===== src/rtl/delayed_start_counter.sv =====
// delayed_start_counter
//
// Delayed-start up-counter used as a start-up / settling timer. A start request
// arms a programmable wait of DELAY_CYCLES clocks, after which the counter runs
// from 0 to LIMIT and raises done. done gates downstream logic.
//
// Optional feature macro: DELAYED_START_COUNTER_AUTO_RESTART_EN
//   Defined   : DONE lasts one cycle, then the sequence re-arms by itself,
//               giving a periodic done pulse every DELAY_CYCLES+LIMIT+2 cycles.
//   Undefined : done is a sticky level held until start, abort or reset.
//
// Ports:
//   clk      in   1      sole clock, rising edge
//   reset_n  in   1      asynchronous active-low reset
//   start    in   1      start / re-trigger request (honoured in IDLE and DONE)
//   abort    in   1      return to IDLE; wins over start on the same edge
//   count    out  WIDTH  current count value
//   busy     out  1      high in WAIT or COUNT
//   waiting  out  1      high in WAIT only
//   done     out  1      completion flag

module delayed_start_counter #(
  parameter int unsigned WIDTH        = 4,
  parameter int unsigned LIMIT        = 10,
  parameter int unsigned DELAY_CYCLES = 5,
  // Derived; do not override.
  parameter int unsigned DLY_W        = (DELAY_CYCLES > 0) ? $clog2(DELAY_CYCLES + 1) : 1
) (
  input  logic             clk,
  input  logic             reset_n,
  input  logic             start,
  input  logic             abort,
  output logic [WIDTH-1:0] count,
  output logic             busy,
  output logic             waiting,
  output logic             done
);

  typedef enum logic [1:0] {
    StIdle,
    StWait,
    StCount,
    StDone
  } state_e;

`ifdef DELAYED_START_COUNTER_AUTO_RESTART_EN
  localparam bit AutoRestart = 1'b1;
`else
  localparam bit AutoRestart = 1'b0;
`endif

  localparam logic [WIDTH-1:0] Limit   = WIDTH'(LIMIT);
  localparam logic [DLY_W-1:0] DlyLast = (DELAY_CYCLES == 0) ? '0 : DLY_W'(DELAY_CYCLES - 1);
  // With no delay the launch skips WAIT entirely.
  localparam state_e           StLaunch = (DELAY_CYCLES == 0) ? StCount : StWait;

  state_e           state_q, state_d;
  logic [DLY_W-1:0] dly_q, dly_d;
  logic [WIDTH-1:0] count_q, count_d;
  logic             done_q, done_d;

  always_ff @(posedge clk or negedge reset_n) begin
    if (!reset_n) begin
      state_q <= StIdle;
      dly_q   <= '0;
      count_q <= '0;
      done_q  <= 1'b0;
    end else begin
      state_q <= state_d;
      dly_q   <= dly_d;
      count_q <= count_d;
      done_q  <= done_d;
    end
  end

  always_comb begin
    state_d = state_q;
    dly_d   = dly_q;
    count_d = count_q;
    done_d  = done_q;

    if (abort) begin
      state_d = StIdle;
      dly_d   = '0;
      count_d = '0;
      done_d  = 1'b0;
    end else begin
      unique case (state_q)
        StIdle: begin
          if (start) begin
            dly_d   = '0;
            count_d = '0;
            state_d = StLaunch;
          end
        end
        StWait: begin
          dly_d = dly_q + DLY_W'(1);
          if (dly_q == DlyLast) begin
            state_d = StCount;
          end
        end
        StCount: begin
          if (count_q < Limit) begin
            count_d = count_q + WIDTH'(1);
          end else begin
            state_d = StDone;
            done_d  = 1'b1;
          end
        end
        StDone: begin
          // Re-trigger; in auto-restart builds this happens unconditionally.
          if (start || AutoRestart) begin
            dly_d   = '0;
            count_d = '0;
            done_d  = 1'b0;
            state_d = StLaunch;
          end
        end
        default: begin
          state_d = StIdle;
        end
      endcase
    end
  end

  assign count   = count_q;
  assign busy    = (state_q == StWait) || (state_q == StCount);
  assign waiting = (state_q == StWait);
  assign done    = done_q;

endmodule


===== config.mk =====
export PLATFORM = sky130hd
export DESIGN_NAME = delayed_start_counter
export DESIGN_NICKNAME = d
export VERILOG_FILES = /design/src/rtl/delayed_start_counter.sv
export SDC_FILE = /design/constraint.sdc
export NUM_CORES = 1
export LEC_CHECK = 0
export CAP_MARGIN = 20
export CORE_MARGIN = 2
export CORE_UTILIZATION = 46
export DETAILED_ROUTE_END_ITERATION = 7
export PLACE_DENSITY = 0.72
export SETUP_SLACK_MARGIN = 0.5
export SLEW_MARGIN = 10
export SYNTH_ARGS = -nofsm -noshare
export SYNTH_HDL_FRONTEND = slang
export SYNTH_SLANG_ARGS = --single-unit
export TNS_END_PERCENT = 5

===== constraint.sdc =====
create_clock -name clk -period 1.6 [get_ports clk]
set_input_delay 0.16 -clock clk [delete_from_list [all_inputs] [get_ports clk]]
set_output_delay 0.16 -clock clk [all_outputs]
set_load 0.01 [all_outputs]

==> out/metrics.csv <==
stage,metric,value,unit
outcome,status,"finished, violations left",
outcome,violations,setup timing,
clocking,postCtsSetupBuffers,0,
floorplan,core,0.00149,mm²
placed_design,io_buffer_count,10,
floorplan,io_pins,11,
critical_path,worstPathArrival,1.80,ns
routing,drc,0,
clocking,htree_levels,1,
sta,rsz0062_at_grt,true,
routing,ant_nets,0,
global_route,grt_max_degree,11,
floorplan,die_x,43.5,µm
sta,worst_pin_slew,0.471,ns
min_path,hp-class,in2async,
job,cap_violations,0,
layout,n_antenna_cell,0,
yosys,synth_area,717,µm²
routing,avgRoutedWirePerCell,13.8,µm
routing,num_vias,648,
global_route,grt_pass1_wl,2660,µm
sta,fin_hold_ws,0.207,ns
yosys,seq_area_frac_synth,34.9,%
placed_design,post-place-ws,-0.0773,ns
clocking,cts_made_buffers,3,
yosys,ys_ff_latch,10,
yosys,synthCells,74,
clocking,cts-root-buf,clkbuf_4,
clocking,cts_sinks,10,
global_route,overflow,0,
routing,routed_wl,1610,µm
critical_path,worstSetupPathType,reg2reg,
sta,setup_viol,3,
power,peakVddDrop,0.819,mV
power,power,1.29,mW
yosys,ys_types,32,
yosys,synth.avg_cell_area,9.69,µm²
sta,fin_crit,1.64,ns
global_route,track_usage,19.2,%
sta,fmax,608,MHz
power,leakage,0.469,nW
placed_design,gp_congestion,0.784,
yosys,synth_nets,85,
critical_path,crit_path_end_kind,register,
routing,routed_via_density,5.54,
clocking,clk_latency,0.27,ns
placed_design,place_hpwl,1180,µm
clocking,clkTransAtPathRegs,0.07,ns
clocking,cts_tree,built,
critical_path,worst_setup_path_start_kind,register,
layout,areaGrowthSynthToFinish,40.5,%
floorplan,die_h,43.5,µm
layout,drive_gt1_share,29.7,%
layout,fin_nets,113,
floorplan,fp-row-count,14,
sta,fin_crit_sh,103,%
floorplan,die_area,0.00189,mm²
clocking,cts_hold_buf,0,
sta,fin_skew,0.00413,ns
sta,hold_viol_final,0,
routing,dr.pass1.iters,4,
sta,setup_tns,-0.0972,ns
critical_path,critPathMaxFanout,3,
critical_path,cp.required,1.76,ns
sta,setup_slack,-0.0439,ns
floorplan,initial_utilization,48.2,%
sta,drv_slew,0,
clocking,cts.path.max_buffers,2,
sta,slew-limit-headroom,68.5,%
global_route,grt_pass1_vias,626,
yosys,yosysWarnings,0,
routing,drtIter0Drc,4,
power,powerDensity,1280,mW/mm²
global_route,antenna_found_initial,0,
per-stage QoR:
step	cell area, µm²	std cells	util, %
floorplan	728	74	-
global placement	946	113	63.5
detailed placement	946	113	63.5
CTS	996	117	66.9
global route	1010	117	67.6
finish	1010	117	67.6
worst paths after layout:
kind                       slack, ns  cells after the start  startpoint  endpoint
setup / recovery               -0.04                      4  state_q[1]  count[3]
hold / removal                  0.21                      1     reset_n  count[3]
setup reg to reg               -0.04                      4  state_q[1]  count[3]
min in group clk                0.56                      2        done      done
max in group asynchronous       1.04                      1     reset_n  count[2]
hold reg to reg                 0.56                      2        done      done
where the power goes:
| part | switching [mW] | internal, mW |
|---|---|---|
| combinational | 0.327 | 0.393 |
| sequential | 0.0454 | 0.290 |
| clock | 0.0972 | 0.138 |
layer usage:
layer / up-vias / wire length [µm] / track usage (%)
li1: 323 / - / -
met1: 308 / 732 / 21.7
met2: 11 / 789 / 33.4
met3: 6 / 40 / 2.50
met4: 0 / 46 / 12.7
met5: - / 0 / 0
layout make-up:
| cell class | instances | area, µm² |
|---|---|---|
| Sequential cell | 10 | 251 |
| Inverter | 8 | 30.0 |
| Timing Repair Buffer | 25 | 201 |
| Tap cell | 16 | 20.0 |
| Clock buffer | 4 | 36.3 |
| Multi-Input combinational cell | 54 | 468 |
| Fill cell | 110 | 482 |
kinds of logic (layout without fill, tap and decap cells):
kind of cell / Yosys count / after routing / share of synthesized area (%)
mux: 5 / 5 / 7.85
flops: 10 / 10 / 34.9
buf+inv: 10 / 37 / 6.28
simple gates: 24 / 24 / 19.0
compound gates: 18 / 18 / 19.7
fa+ha+maj: 7 / 7 / 12.2
cell usage after synthesis:
cell       count  area [µm²]
a2111o_1       1        11.3
a211o_1        1        8.76
a21boi_0       2        15.0
a21oi_1        2        10.0
a221o_1        1        10.0
a22o_1         1        8.76
a32oi_1        1        8.76
and3b_1        2        17.5
buf_6          1        11.3
clkbuf_1       1        3.75
dfrtp_1       10         250
ha_1           7        87.6
inv_1          8        30.0
mux2_1         1        11.3
mux2_4         1        15.0
mux2i_1        3        30.0
nand2_1        3        11.3
nand3_1        3        15.0
nand3b_1       3        22.5
nor2_1         6        22.5
nor2b_1        3        18.8
nor3_1         1        5.00
nor3b_1        1        7.51
nor4bb_1       1        10.0
o21ai_0        2        10.0
o21ai_1        1        5.00
o22ai_1        1        6.26
o22ai_2        1        12.5
o2bb2ai_1      2        17.5
o311ai_0       1        8.76
o311ai_1       1        8.76
or2_0          1        6.26
sequential cells by signal (all words and copies together) (netlist names):
register,cells
dly_q,3
done,1
count,4
state_q,2
worst max-delay path, cell delays in order (launching register included):
cell	delay, ns
dfrtp_1	0.42
ha_4	0.29
mux2_4	0.32
or2_0	0.20
a221o_1	0.31
cell usage in the layout, fill, tap and decap left out, drive strengths merged:
master          n
nor4bb          1
o21ai           3
clkdlybuf4s15   2
buf            17
a21oi           2
and3b           2
a221o           1
clkdlybuf4s50   5
inv             8
nor3b           1
dlygate4sd2     1
nor2            6
mux2i           3
a21boi          2
ha              7
o2bb2ai         2
nand3b          3
nor3            1
a22o            1
o311ai          2
mux2            2
nand2           3
nor2b           3
a2111o          1
a32oi           1
a211o           1
dfrtp          10
o22ai           2
nand3           3
or2             1
clkbuf          4
timing repair:
item,in CTS,in global routing
pin swaps,2,0
gates resized for setup,18,4
endpoints found under the setup margin,17,14
hold endpoints to repair,0,0
Power figures use the tool's default switching activity.
